File: src/rtl/sort_pkg.sv
// sort_pkg: shared types and register map for the sort job sequencer.
// Holds the FSM state enum, AXI-Lite offsets and ap_ctrl bit positions.
package sort_pkg;

  typedef enum logic [2:0] {
    IDLE,
    LOAD,
    SORT,
    DRAIN,
    DONE
  } state_t;

  localparam int AP_CTRL  = 'h00;
  localparam int DATA_LEN = 'h10;
  localparam int PERF_CYC = 'h14;

  localparam int AP_START_BIT = 0;
  localparam int AP_DONE_BIT  = 1;
  localparam int AP_IDLE_BIT  = 2;

endpackage

File: src/rtl/sort_ctrl_regs.sv
// sort_ctrl_regs: AXI-Lite slave and register file for sort_ctrl.
// Ports: aw/w/ar/r AXI-Lite channels; start_pulse and data_length out
// to the FSM; done_set and idle in from the FSM.
// Optional: SORT_CTRL_PERF_EN adds the busy-cycle counter at 0x14.
module sort_ctrl_regs
  import sort_pkg::*;
#(
  parameter int pADDR_WIDTH = 12,
  parameter int pDATA_WIDTH = 32,
  parameter int pMAX_LEN    = 64,
  localparam int LW = $clog2(pMAX_LEN) + 1
) (
  input  logic                   axis_clk,
  input  logic                   axis_rst,
  input  logic                   awvalid,
  output logic                   awready,
  input  logic [pADDR_WIDTH-1:0] awaddr,
  input  logic                   wvalid,
  output logic                   wready,
  input  logic [pDATA_WIDTH-1:0] wdata,
  input  logic                   arvalid,
  output logic                   arready,
  input  logic [pADDR_WIDTH-1:0] araddr,
  output logic                   rvalid,
  input  logic                   rready,
  output logic [pDATA_WIDTH-1:0] rdata,
  output logic                   start_pulse,
  output logic [LW-1:0]          data_length,
  input  logic                   done_set,
  input  logic                   idle
);

  logic                   ap_start;
  logic                   ap_done;
  logic [LW-1:0]          len_q;
  logic [pADDR_WIDTH-1:0] ar_addr;
  logic [pDATA_WIDTH-1:0] rd_val;
  logic                   wr_en;
  logic                   ar_take;
  logic                   ctrl_rd;
  logic                   wr_ctrl;
  logic                   wr_len;

  assign wr_en   = awvalid && wvalid && !awready;
  assign wr_ctrl = wr_en && (awaddr == pADDR_WIDTH'(AP_CTRL));
  assign wr_len  = wr_en && (awaddr == pADDR_WIDTH'(DATA_LEN));
  assign ar_take = arvalid && !arready && !rvalid;
  // rdata is captured on the edge where arready is high
  assign ctrl_rd = arready && (ar_addr == pADDR_WIDTH'(AP_CTRL));

  assign start_pulse = ap_start && idle;
  assign data_length = len_q;

  always_ff @(posedge axis_clk or posedge axis_rst) begin
    if (axis_rst) begin
      awready  <= 1'b0;
      wready   <= 1'b0;
      ap_start <= 1'b0;
      ap_done  <= 1'b0;
      len_q    <= '0;
    end else begin
      awready <= wr_en;
      wready  <= wr_en;
      if (start_pulse)
        ap_start <= 1'b0;
      else if (wr_ctrl && wdata[AP_START_BIT] && idle)
        ap_start <= 1'b1;
      // a completion landing on the clearing read wins
      if (done_set)
        ap_done <= 1'b1;
      else if (ctrl_rd)
        ap_done <= 1'b0;
      if (wr_len && idle) begin
        if (wdata > pDATA_WIDTH'(pMAX_LEN))
          len_q <= LW'(pMAX_LEN);
        else
          len_q <= wdata[LW-1:0];
      end
    end
  end

`ifdef SORT_CTRL_PERF_EN
  logic [31:0] perf_cyc;

  always_ff @(posedge axis_clk or posedge axis_rst) begin
    if (axis_rst)
      perf_cyc <= '0;
    else if (start_pulse)
      perf_cyc <= '0;
    else if (!idle && perf_cyc != '1)
      perf_cyc <= perf_cyc + 32'd1;
  end
`endif

  always_comb begin
    rd_val = '0;
    unique case (1'b1)
      ar_addr == pADDR_WIDTH'(AP_CTRL): begin
        rd_val[AP_START_BIT] = ap_start;
        rd_val[AP_DONE_BIT]  = ap_done;
        rd_val[AP_IDLE_BIT]  = idle;
      end
      ar_addr == pADDR_WIDTH'(DATA_LEN):
        rd_val = pDATA_WIDTH'(len_q);
`ifdef SORT_CTRL_PERF_EN
      ar_addr == pADDR_WIDTH'(PERF_CYC):
        rd_val = pDATA_WIDTH'(perf_cyc);
`endif
      default: ;
    endcase
  end

  always_ff @(posedge axis_clk or posedge axis_rst) begin
    if (axis_rst) begin
      arready <= 1'b0;
      rvalid  <= 1'b0;
      rdata   <= '0;
      ar_addr <= '0;
    end else begin
      arready <= ar_take;
      if (ar_take)
        ar_addr <= araddr;
      if (arready) begin
        rvalid <= 1'b1;
        rdata  <= rd_val;
      end else if (rvalid && rready) begin
        rvalid <= 1'b0;
      end
    end
  end

endmodule

File: src/rtl/sort_ctrl.sv
// sort_ctrl: job sequencer for the streaming sort engine.
// Ports: AXI-Lite regs, ss_* host input, core_in_*/core_go/core_done/
// core_out_* engine side, sm_* host output with generated sm_tlast.
// Optional: SORT_CTRL_PERF_EN (busy-cycle counter at 0x14).
module sort_ctrl
  import sort_pkg::*;
#(
  parameter int pADDR_WIDTH = 12,
  parameter int pDATA_WIDTH = 32,
  parameter int pMAX_LEN    = 64
) (
  input  logic                   axis_clk,
  input  logic                   axis_rst,
  input  logic                   awvalid,
  output logic                   awready,
  input  logic [pADDR_WIDTH-1:0] awaddr,
  input  logic                   wvalid,
  output logic                   wready,
  input  logic [pDATA_WIDTH-1:0] wdata,
  input  logic                   arvalid,
  output logic                   arready,
  input  logic [pADDR_WIDTH-1:0] araddr,
  output logic                   rvalid,
  input  logic                   rready,
  output logic [pDATA_WIDTH-1:0] rdata,
  input  logic                   ss_tvalid,
  output logic                   ss_tready,
  input  logic [pDATA_WIDTH-1:0] ss_tdata,
  input  logic                   ss_tlast,
  output logic                   core_in_valid,
  input  logic                   core_in_ready,
  output logic [pDATA_WIDTH-1:0] core_in_data,
  output logic                   core_go,
  input  logic                   core_done,
  input  logic                   core_out_valid,
  output logic                   core_out_ready,
  input  logic [pDATA_WIDTH-1:0] core_out_data,
  output logic                   sm_tvalid,
  input  logic                   sm_tready,
  output logic [pDATA_WIDTH-1:0] sm_tdata,
  output logic                   sm_tlast
);

  localparam int LW = $clog2(pMAX_LEN) + 1;

  state_t        state;
  logic [LW-1:0] cnt;
  logic [LW-1:0] data_length;
  logic          start_pulse;
  logic          done_set;
  logic          idle;
  logic          in_load;
  logic          in_drain;
  logic          in_beat;
  logic          out_beat;
  logic          last_out;
  logic          unused_tlast;

  // frame boundaries come from data_length, not the host
  assign unused_tlast = ss_tlast;

  assign done_set = state == DONE;
  assign idle     = state == IDLE;
  assign in_load  = state == LOAD;
  assign in_drain = state == DRAIN;

  sort_ctrl_regs #(
    .pADDR_WIDTH (pADDR_WIDTH),
    .pDATA_WIDTH (pDATA_WIDTH),
    .pMAX_LEN    (pMAX_LEN)
  ) u_regs (
    .axis_clk    (axis_clk),
    .axis_rst    (axis_rst),
    .awvalid     (awvalid),
    .awready     (awready),
    .awaddr      (awaddr),
    .wvalid      (wvalid),
    .wready      (wready),
    .wdata       (wdata),
    .arvalid     (arvalid),
    .arready     (arready),
    .araddr      (araddr),
    .rvalid      (rvalid),
    .rready      (rready),
    .rdata       (rdata),
    .start_pulse (start_pulse),
    .data_length (data_length),
    .done_set    (done_set),
    .idle        (idle)
  );

  assign ss_tready     = in_load && core_in_ready;
  assign core_in_valid = in_load && ss_tvalid;
  assign core_in_data  = ss_tdata;
  assign in_beat       = in_load && ss_tvalid && core_in_ready;

  assign last_out       = cnt == data_length - LW'(1);
  assign sm_tvalid      = in_drain && core_out_valid;
  assign core_out_ready = in_drain && sm_tready;
  assign sm_tdata       = core_out_data;
  assign sm_tlast       = in_drain && last_out;
  assign out_beat       = in_drain && core_out_valid && sm_tready;

  always_ff @(posedge axis_clk or posedge axis_rst) begin
    if (axis_rst) begin
      state   <= IDLE;
      cnt     <= '0;
      core_go <= 1'b0;
    end else begin
      core_go <= 1'b0;
      unique case (state)
        IDLE: begin
          if (start_pulse) begin
            cnt   <= '0;
            state <= (data_length == '0) ? DONE : LOAD;
          end
        end
        LOAD: begin
          if (in_beat) begin
            cnt <= cnt + LW'(1);
            if (cnt + LW'(1) == data_length) begin
              state   <= SORT;
              core_go <= 1'b1;
            end
          end
        end
        SORT: begin
          if (core_done) begin
            state <= DRAIN;
            cnt   <= '0;
          end
        end
        DRAIN: begin
          if (out_beat) begin
            if (last_out)
              state <= DONE;
            else
              cnt <= cnt + LW'(1);
          end
        end
        DONE: state <= IDLE;
        default: state <= IDLE;
      endcase
    end
  end

endmodule

File: config.mk
export PLATFORM = sky130hd
export DESIGN_NAME = sort_ctrl
export DESIGN_NICKNAME = d
export VERILOG_FILES = /design/src/rtl/sort_pkg.sv /design/src/rtl/sort_ctrl_regs.sv /design/src/rtl/sort_ctrl.sv
export SDC_FILE = /design/constraint.sdc
export NUM_CORES = 1
export LEC_CHECK = 0
export BUFFER_PORTS_ARGS = -buffer_cell sky130_fd_sc_hd__buf_2
export CAP_MARGIN = 0
export CORE_MARGIN = 4
export CORE_UTILIZATION = 35
export CTS_CLUSTER_SIZE = 8
export DETAILED_ROUTE_END_ITERATION = 8
export GPL_ROUTABILITY_DRIVEN = 0
export PLACE_DENSITY_LB_ADDON = 0.05
export SLEW_MARGIN = 20
export SYNTH_ARGS = -nofsm -noshare
export SYNTH_HDL_FRONTEND = slang
export SYNTH_SLANG_ARGS = --single-unit
File: constraint.sdc
create_clock -name axis_clk -period 4.6 [get_ports axis_clk]
set_clock_uncertainty 0.1 [all_clocks]
set_input_delay 0.46 -clock axis_clk [delete_from_list [all_inputs] [get_ports axis_clk]]
set_output_delay 0.46 -clock axis_clk [all_outputs]
set_load 0.03 [all_outputs]
* Yosys cells after proc, flatten, opt, wreduce, memory -nomap -nowiden
Cells that the tools add are included.
Cells by class: reductions and logical operators 32, order comparisons 1, $mul 0, mux-type cells 26, equal/unequal tests 15, divide/modulo/power cells 0, bitwise logic cells 0, add/subtract/negate cells 2, shift operators 0
Operators by type and width (number):
- two-way mux 7 bit | 6
- greater-than comparator 32 x 7 -> 1 bit (second input constant) | 1
- one-hot mux 7 bit (4 select lines) | 1
- equality test 12 x 5 -> 1 bit (second input constant) | 2
- zero test 12 bit | 2
- two-way mux 3 bit | 7
- logical AND 1 bit | 19
- equality test 7 bit | 2
- one-hot mux 3 bit (4 select lines) | 1
- AND reduction 6 bit | 2
- two-way mux 1 bit | 9
- inequality test 2 x 1 -> 1 bit (second input constant) | 4
- adder 7 x 1 -> 7 bit (second input constant) | 1
- zero test 7 bit | 1
- subtractor 7 x 1 -> 7 bit (second input constant) | 1
- equality test 3 x 2 -> 1 bit (second input constant) | 2
- inequality test 2 bit (second input constant) | 3
- one-hot mux 3 bit (2 select lines) | 1
- nonzero test 2 bit | 3
- two-way mux 4 bit | 1
- nonzero test 4 bit | 1
- equality test 3 x 1 -> 1 bit (second input constant) | 1
- equality test 3 bit (second input constant) | 1
- zero test 1 bit | 3
- zero test 3 bit | 1
Storage, ports and cells: memories 0, bits in latches 0, output and inout bits 106, word-level logic and storage cells 87, ROM bits 0, RAM bits 0, register bits after elaboration 67

* Depth between registers and ports, before layout
Gate-level depths: netlist of the first run.
depth in word-level cells 7, depth in mapped cells 8

* Cells and area by module
Synthesis of the first run repeated with hierarchy kept, for this count alone.
Unflattened totals: cell total of the unflattened synthesis 342, area, all modules 3135.5 um^2
Modules (own cells, without submodules):
- sort_ctrl_regs | instances 1, sequential area each 775.7 um^2, area an instance 1641.6 um^2, cells an instance 150
- sort_ctrl | instances 1, sequential area each 275.3 um^2, area an instance 1493.9 um^2, cells an instance 192

* Worst setup path before layout of the first run
Ideal clock, no wire load.
path type register to output, start point register u_regs.len_q[0], in the netlist u_regs.data_length[0], end point output sm_tlast, data arrival time 1.990 ns, cell stages (with the launch flop) 7, setup slack 2.050 ns, cells stage by stage dfrtp_1 inv_1 ha_1 and2_1 o21ai_0 a31oi_2 nor4_2
Between the ends: cells in the longest elaborated chain, start to end 3
Ends and longest elaborated chain:
- start: declaration | line sort_ctrl_regs.sv:35 | logic [LW-1:0] len_q;
- start signal: assignment | line sort_ctrl_regs.sv:75 | len_q <= LW'(pMAX_LEN);
- start signal: assignment | line sort_ctrl_regs.sv:77 | len_q <= wdata[LW-1:0];
- subtractor 7 x 1 -> 7 bit | line sort_ctrl.sv:97 | assign last_out = cnt == data_length - LW'(1);
- equality test 7 bit | line sort_ctrl.sv:97
- logical AND 1 bit | line sort_ctrl.sv:101 | assign sm_tlast = in_drain && last_out;
- end: declaration | line sort_ctrl.sv:41 | output logic sm_tlast
No other way between the ends.

* Worst setup path after layout of the first run
start point register u_regs.len_q[1], in the netlist u_regs.data_length[1], end point output sm_tlast
The elaborated chain is that of the path after synthesis.

==> results.json, run 1 <==
{
  "internal_power_mw": 0.644,
  "critPathMaxFanout": 6,
  "synthFlopType": "dfrtp_1",
  "htreeDepth": 2,
  "grt_usage_pct": 14.6,
  "clock-sinks": 42,
  "routedWlPerCell_um": 16.7,
  "grt_max_degree": 43,
  "post_synth_inst_count": 354,
  "holdBufCountCts": 0,
  "drive_gt1_share_pct": 33.1,
  "clkLatencyLatePin_ns": 0.30,
  "design.die.area_um2": 10800,
  "hpwlAfterDp_um": 6550,
  "hold_class": "in -> async",
  "diodes": 0,
  "cts_max_path_buffers": 2,
  "p_seq_share_pct": 49.6,
  "port_buffers": 83,
  "end_kind": "primary output",
  "switching_power_mw": 0.252,
  "grt_pass1_wl_um": 12800,
  "fin_area_um2": 3270,
  "power_density_nw_per_um2": 274,
  "min_period_over_period_pct": 65.9,
  "max_freq_mhz": 330,
  "coreArea_um2": 8850,
  "synth_seq_cells": 42,
  "dp_cells": 472,
  "cts_buffers": 5,
  "die_x_um": 104,
  "min_period_ns": 3.03,
  "drv_slew": 0,
  "postCtsSetupBuffers": 0,
  "cts-resized-gates": 0,
  "clkTransAtPathRegs_ns": 0.09,
  "area_delta_synth_final_pct": 1.40,
  "ant_nets": 0,
  "vias": 2398,
  "layout_setup_ws_ns": 1.57,
  "antenna_found_initial": 0,
  "cp.required_ns": 4.04,
  "tns_ns": 0,
  "switching_share_pct": 28.1,
  "totalWireLength_um": 8010,
  "start_kind": "register",
  "status": "completed",
  "worst_pin_slew_ns": 0.659,
  "start_util_pct": 36.5,
  "clkPwrFrac_pct": 34.0,
  "seq_area_frac_synth_pct": 32.6,
  "viasPerCell": 5.00,
  "firstDrtPassIters": 4,
  "crit_arrival_ns": 2.47,
  "place_ws_ns": 1.88,
  "cts_tree": "built",
  "final_cells": 480,
  "setup_viol": 0,
  "syn_area_um2": 3230,
  "io_pins": 238,
  "yosysUniqueCellTypes": 54,
  "grt_overflow": 0,
  "critPathKind": "reg -> out",
  "num_rows": 34,
  "synthArstFlopShare_pct": 100,
  "clockRootBuffer": "clkbuf_8",
  "grt_pass1_vias": 2483,
  "cap_violations": 0,
  "leakagePower_nw": 1.51,
  "p_comb_share_pct": 16.4,
  "drt_iter0_markers": 84,
  "route.detailed.drc": 0,
  "nets": 506,
  "die_h_um": 104,
  "synth_edf_count": 0,
  "syn_area_per_cell_um2": 9.11,
  "rsz0062_at_grt": "false",
  "dpl_cell_area_um2": 3160,
  "yosysWarningCount": 0,
  "hold_viol_final": 0,
  "slew_headroom_pct": 55.6,
  "ir_worst_vdd_mv": 0.100
}
==> power groups by stage <==
stage,logic [mW],clock network [mW],registers [mW]
6_report,0.147,0.305,0.444
4_1_cts,0.150,0.311,0.446
5_1_grt,0.162,0.327,0.452
3_3_place_gp,0.148,0,0.453
2_1_floorplan,0.218,0,0.449
3_5_place_dp,0.150,0,0.453
==> metrics by stage <==
stage                     hold WS [ns]  utilization, %  power, mW
after detailed placement         0.399            35.7      0.603
final                            0.175            37.0      0.896
after CTS                        0.206            37.0      0.907
after global routing             0.236            37.0      0.941
after global placement           0.395            35.7      0.601
after floorplan                  0.367               -      0.666
==> cells in the mapped netlist (9+ instances only) <==
| master | number | area share (%) |
|---|---|---|
| nor2_1 | 23 | 2.7 |
| inv_1 | 15 | 1.7 |
| buf_4 | 92 | 21 |
| and3_1 | 9 | 1.7 |
| nand3_1 | 14 | 2.2 |
| dfrtp_1 | 42 | 33 |
| nor4_1 | 11 | 2.1 |
| nand2_1 | 22 | 2.6 |
| mux2_2 | 15 | 5.2 |
| o21ai_0 | 14 | 2.2 |
| nor3_1 | 13 | 2.0 |
==> state kept, by name, indices dropped and copies added (netlist names) <==
register / cells
u_regs.arready: 1
state: 3
u_regs.rvalid: 1
cnt: 7
u_regs.awready: 1
u_regs.ar_addr: 12
u_regs.ap_done: 1
u_regs.rdata: 7
u_regs.data_length: 7
u_regs.ap_start: 1
core_go: 1
==> path summary, 6_finish.rpt <==
path | startpoint | to | slack (ns) | cells after the start
min reg2reg | u_regs.ar_addr[8] | u_regs.ar_addr[8] | 0.41 | 1
min in group axis_clk | awaddr[4] | u_regs.ap_start | 0.24 | 2
min | axis_rst | u_regs.rvalid | 0.18 | 3
max | u_regs.data_length[1] | sm_tlast | 1.57 | 7
max reg2reg | u_regs.data_length[1] | cnt[2] | 2.00 | 8
max in group asynchronous | axis_rst | cnt[2] | 3.84 | 3
==> cell type report <==
| cell class | instances | area, um2 |
|---|---|---|
| clock buffer | 6 | 72.6 |
| timing repair buffer | 85 | 430 |
| multi-input combinational | 222 | 1490 |
| inverter | 15 | 56.3 |
| tap | 108 | 135 |
| sequential | 42 | 1050 |
| clock inverter | 2 | 37.5 |
| fill | 945 | 5580 |
==> layout by cell type, fill, tap and decap left out, types with 3 or more instances in the layout <==
cell	instances
buf_2	83
dfrtp_1	42
conb_1	25
nor2_1	23
nand2_1	22
mux2_2	15
inv_1	15
nand3_1	14
o21ai_0	14
nor3_1	13
nor4_1	11
and3_1	9
nand2b_1	6
a21oi_1	6
a22o_1	6
xnor2_1	5
clkbuf_8	5
xor2_1	4
and2_1	3
nor4_4	3
a31oi_1	3
ha_1	3
==> routing by layer <==
layer	share of wire (%)	routed length, um	up-vias	GRT usage [%]
met5	0	0	-	0
met4	2.4	191	0	6.17
met3	6.9	552	26	3.54
met2	48	3880	102	24.7
met1	42	3390	1113	17.8
li1	-	-	1157	-
==> critical path, cell delays in order, from the launching register on <==
cell and delay (ns):
dfrtp_1 0.50, inv_1 0.10, ha_1 0.24, and2_1 0.19, o21ai_0 0.21, a31oi_2 0.22
nor4_2 0.43, buf_2 0.28
==> logic make-up (layout without fill, tap and decap cells) <==
logic type               count (synthesis)  count (layout)  synth area share, %
AO/OA/AOI/OAI                           50              50                 12.2
AND/OR/NAND/NOR                        118             118                 20.8
other                                    1              25                0.116
adder cells (fa/ha/maj)                  3               3                 1.16
XOR/XNOR                                11              11                 3.80
flip-flops                              42              42                 32.6
buffers and inverters                  114             108                 24.1
multiplexers                            15              15                 5.24
(Power assumes the default switching activity.)
==> inputs of run 2 (changes only) <==
Clock period 4.6 ns to 2.6 ns, I/O delays scaled along.
==> run 2 against run 1 <==
  * The flow now finishes with violations (negative hold slack)
  * Final area rose by 2.6%
  * Total power up 77%
  * Flip-flop and latch count did not move
  * Cell count is 1.7% higher
  * Sequential power rose by 77%
  * Sequential share of layout area fell by 0.74 points
  * Critical path type unchanged
  * Largest power group unchanged
==> results.json, run 2 (synthesis gave the netlist of run 1 again) <==
{
  "htreeDepth": 2,
  "dpl_cell_area_um2": 3210,
  "cp.required_ns": 2.24,
  "violations": "negative hold slack",
  "cp_top_family": "simple AND/OR/NAND/NOR gates",
  "rrSetupSlack_ns": 0.31,
  "die_x_um": 104,
  "grt_pass1_wl_um": 13100,
  "cts_max_path_buffers": 2,
  "regArea_um2": 1050,
  "path_depth": 7,
  "fin_hold_ws_ns": -0.0158,
  "totalWireLength_um": 8230,
  "final_cells": 488,
  "worstReg2RegStart": "u_regs.data_length[0]",
  "num_rows": 34,
  "cap_violations": 0,
  "routedWlPerCell_um": 16.9,
  "vias": 2492,
  "multi_input_area_um2": 1510,
  "clockRootBuffer": "clkbuf_8",
  "grt_overflow": 0,
  "setup_viol": 0,
  "critPathMaxFanout": 6,
  "layout_setup_ws_ns": 0.106,
  "antenna_found_initial": 0,
  "status": "complete, but fails checks",
  "max_freq_mhz": 401,
  "reg2reg_depth": 8,
  "power_density_nw_per_um2": 472,
  "hold_class": "in -> async",
  "clock-sinks": 42,
  "ant_nets": 0,
  "holdBufCountCts": 0,
  "clkTransAtPathRegs_ns": 0.08,
  "viasPerCell": 5.11,
  "nets": 514,
  "hpwlAfterDp_um": 6630,
  "critPathMaxStageDelay_ns": 0.38,
  "end_kind": "primary output",
  "start_kind": "register",
  "fillers": 945,
  "layout_common_cells": "82 x buf_2, 40 x dfrtp_1, 25 x conb_1",
  "grt_usage_pct": 15.0,
  "slowest_stage": "dfrtp_1",
  "cts_tree": "built",
  "worst-path-buf-inv": 2,
  "slew_headroom_pct": 63.1,
  "fin_area_um2": 3360,
  "crit_start": "u_regs.data_length[0]",
  "dp_cells": 479,
  "grt_max_degree": 43,
  "layout_commonest_cell": "buf_2",
  "crit-reg2reg-capture": "cnt[5]",
  "min_period_over_period_pct": 95.9,
  "place_ws_ns": 0.218,
  "drive_gt1_share_pct": 35.3,
  "leakagePower_nw": 1.57,
  "min_period_ns": 2.49,
  "ir_worst_vdd_mv": 0.163,
  "grt_pass1_vias": 2452,
  "area_delta_synth_final_pct": 4.03,
  "diodes": 0,
  "critPathKind": "reg -> out",
  "drt_iter0_markers": 91,
  "clkLatencyLatePin_ns": 0.30,
  "port_buffers": 83,
  "largest_reg_flops": 12,
  "die_h_um": 104,
  "cts_buffers": 5,
  "crit_arrival_ns": 2.13,
  "crit_chain": "inv_1 > ha_2 > xnor2_1 > nor2_1 > o211ai_2 > nor4_4 > buf_4",
  "coreArea_um2": 8850,
  "start_util_pct": 36.5,
  "route.detailed.drc": 0,
  "io_pins": 238,
  "drv_slew": 0,
  "crit_end": "sm_tlast",
  "design.die.area_um2": 10800,
  "largest_register": "u_regs.ar_addr",
  "firstDrtPassIters": 4,
  "worst_pin_slew_ns": 0.554,
  "hold_viol_final": 33
}
==> run 2: cell types whose count changed in the layout (fill, tap and decap cells not counted), sizes merged <==
cell  before  now
buf       85   93
==> run 2: how the worst min path moves through the flow <==
stage                     cells after the start  slack, ns  startpoint         endpoint
after floorplan                               1       0.25   awaddr[4]  u_regs.ap_start
after global placement                        3       0.34    axis_rst    u_regs.rvalid
after detailed placement                      3       0.34    axis_rst    u_regs.rvalid
after CTS                                     3      0.008    axis_rst    u_regs.rvalid
after global routing                          3       0.04    axis_rst    u_regs.rvalid
final                                         3      -0.02    axis_rst    u_regs.rvalid
==> run 2: layer usage <==
layer	vias to the layer above	part of all wire (%)	GRT usage [%]	wire length [um]
li1	1177	-	-	-
met1	1165	41	18.7	3400
met2	121	48	24.8	3950
met3	29	8.2	3.48	673
met4	0	2.5	6.46	208
met5	-	0	0	0
==> run 2: area by class of cell <==
cell class                 instances  share of cell area, %
inverter                          15                   1.68
sequential                        42                   31.4
multi-input combinational        222                   44.9
timing repair buffer              93                   14.7
tap                              108                   4.03
clock buffer                       6                   2.16
clock inverter                     2                   1.12
==> run 2: power breakdown <==
group,leakage [nW],switching (mW),internal [mW],total [mW]
combinational,0.969,0.139,0.123,0.262
clock,0.0514,0.249,0.287,0.536
sequential,0.547,0.0583,0.730,0.788
==> run 2: worst reg2reg max path, stage by stage, from the launching register on <==
cell     delay [ns]
dfrtp_1        0.35
inv_1          0.06
ha_2           0.20
and2_1         0.19
a211o_1        0.33
a31oi_4        0.30
nor3_2         0.14
or4_1          0.41
a21oi_1        0.14
==> run 2: stage by stage <==
stage | TNS (ns) | util [%] | total power [mW]
CTS | 0 | 37.7 | 1.61
global route | -0.00599 | 37.9 | 1.66
finish | 0 | 37.9 | 1.59
detailed placement | 0 | 36.3 | 1.07
floorplan | 0 | - | 1.18
global placement | 0 | 36.3 | 1.06
==> run 2: repair_timing <==
action	CTS	global route
pin swaps	0	1
gates resized for setup	1	7
setup endpoints to repair	1	1
setup buffers	0	1
==> inputs of run 3 (changes only) <==
Settings changed: REMOVE_ABC_BUFFERS set to 1.
==> run 3 against run 2 <==
  * The flow still finishes with violations (negative hold slack)
  * Highest routed layer is now met5
  * Via count is 3.3% higher
  * Combinational power hardly changed
  * Die area is the same
  * Clock-buffer cell count unchanged
  * Sequential power about the same
  * Critical endpoint unchanged
  * Largest power group unchanged
  * Critical path depth stayed put
  * Maximum frequency rose by 1.1%
  * Flip-flop and latch count is the same
==> results.json, run 3 (synthesis gave the netlist of run 1 again) <==
{
  "hpwlAfterDp_um": 11600,
  "hold_viol_final": 2,
  "start_kind": "register",
  "clkPwrFrac_pct": 28.8,
  "fillers": 941,
  "max_freq_mhz": 406,
  "grt_overflow": 0,
  "clock-sinks": 42,
  "crit_arrival_ns": 2.11,
  "clkTransAtPathRegs_ns": 0.09,
  "grt_usage_pct": 23.7,
  "violations": "negative hold slack",
  "rrSetupSlack_ns": 0.27,
  "crit_chain": "inv_1 > ha_2 > xnor2_1 > nor2_1 > o211ai_4 > nor4_4 > buf_4",
  "end_kind": "primary output",
  "clkLatencyLatePin_ns": 0.29,
  "switching_power_mw": 0.430,
  "cts_max_path_buffers": 2,
  "route.detailed.drc": 0,
  "min_period_ns": 2.47,
  "die_x_um": 104,
  "drt_iter0_markers": 99,
  "cts_tree": "built",
  "firstDrtPassIters": 4,
  "start_util_pct": 36.5,
  "ant_nets": 0,
  "slew_headroom_pct": 63.6,
  "drive_gt1_share_pct": 36.5,
  "fin_hold_ws_ns": -0.00279,
  "status": "complete, but fails checks",
  "cts_buffers": 5,
  "final_cells": 492,
  "htreeDepth": 2,
  "viasPerCell": 5.23,
  "slowest_stage": "dfrtp_1",
  "port_buffers": 83,
  "grt_pass1_wl_um": 18400,
  "design.die.area_um2": 10800,
  "totalWireLength_um": 13300,
  "drv_slew": 0,
  "p_seq_share_pct": 53.4,
  "internal_power_mw": 1.04,
  "switching_share_pct": 29.2,
  "min_period_over_period_pct": 94.8,
  "die_h_um": 104,
  "grt_max_degree": 43,
  "hold_class": "in -> async",
  "worstReg2RegStart": "cnt[1]",
  "setup_viol": 0,
  "vias": 2575,
  "largest_reg_flops": 12,
  "tns_ns": 0,
  "final_util_pct": 38.2,
  "p_comb_share_pct": 17.8,
  "clockRootBuffer": "clkbuf_8",
  "leakagePower_nw": 1.58,
  "io_pins": 238,
  "layout_commonest_cell": "buf_2",
  "nets": 518,
  "crit-reg2reg-capture": "state[0]",
  "critPathMaxStageDelay_ns": 0.39,
  "power_density_nw_per_um2": 436,
  "num_rows": 34,
  "critPathMaxFanout": 6,
  "cap_violations": 0,
  "reg2reg_depth": 7,
  "antenna_found_initial": 0,
  "coreArea_um2": 8850,
  "dp_cells": 483,
  "diodes": 0,
  "cp.required_ns": 2.24,
  "layout_common_cells": "82 x buf_2, 40 x dfrtp_1, 25 x conb_1",
  "worst_pin_slew_ns": 0.545,
  "critPathKind": "reg -> out",
  "largest_register": "u_regs.ar_addr",
  "grt_pass1_vias": 2440,
  "area_delta_synth_final_pct": 4.73,
  "routedWlPerCell_um": 27.0,
  "ir_worst_vdd_mv": 0.211
}
-- run 3: worst max-delay path by stage --
stage                               start        to  depth (start not counted)
floorplan           u_regs.data_length[0]    cnt[2]                          8
global placement    u_regs.data_length[3]  sm_tlast                          5
detailed placement  u_regs.data_length[3]  sm_tlast                          5
CTS                 u_regs.data_length[2]  sm_tlast                          5
global route        u_regs.data_length[0]  sm_tlast                          7
finish              u_regs.data_length[1]  sm_tlast                          7
-- run 3: stage by stage --
step / setup slack (ns) / area (um2) / hold slack [ns] / power [mW]
2_1_floorplan: 0.0973 / 2590 / 0.253 / 0.962
3_3_place_gp: 0.246 / 3250 / 0.335 / 1.06
3_5_place_dp: 0.243 / 3250 / 0.332 / 1.06
4_1_cts: 0.0173 / 3340 / 0.0141 / 1.49
5_1_grt: -0.0233 / 3380 / 0.0665 / 1.54
6_report: 0.135 / 3380 / -0.00279 / 1.47
-- run 3: final cells by class --
cell class | instances | area [um2] | share of cell area [%]
clock buffers | 6 | 72.6 | 2.15
clock inverters | 2 | 13.8 | 0.407
inverters | 15 | 56.3 | 1.67
multi-input cells | 222 | 1520 | 45.1
flip-flops and latches | 42 | 1050 | 31.2
well taps | 108 | 135 | 4.00
repair buffers | 97 | 523 | 15.5
-- run 3: critical path: cells and delay by family, from the launching register on --
kind	cells	cell delay (ns)
xor+xnor	1	0.12
simple gates	2	0.56
fa+ha+maj	1	0.27
flops	1	0.39
buf+inv	2	0.30
compound gates	1	0.17
-- run 3: layer usage --
layer / part of all wire [%] / GRT usage, % / vias up
li1: - / - / 1184
met1: 27 / 18.6 / 1152
met2: 43 / 35.7 / 227
met3: 27 / 30.0 / 8
met4: 1.2 / 4.46 / 4
met5: 1.2 / 10.0 / -
-- run 3: repair_timing --
action | 4_1_cts | 5_1_grt
hold buffers | 0 | 0
setup endpoints to repair | 1 | 1
pin swaps | 0 | 2
gates resized for setup | 2 | 8
buffers inserted | 0 | 1
-- run 3: power groups by stage --
stage	logic (mW)	clock network (mW)	registers, mW
after floorplan	0.163	0	0.799
after global placement	0.261	0	0.801
after detailed placement	0.264	0	0.801
after CTS	0.264	0.439	0.788
after global routing	0.287	0.461	0.796
final	0.262	0.425	0.786
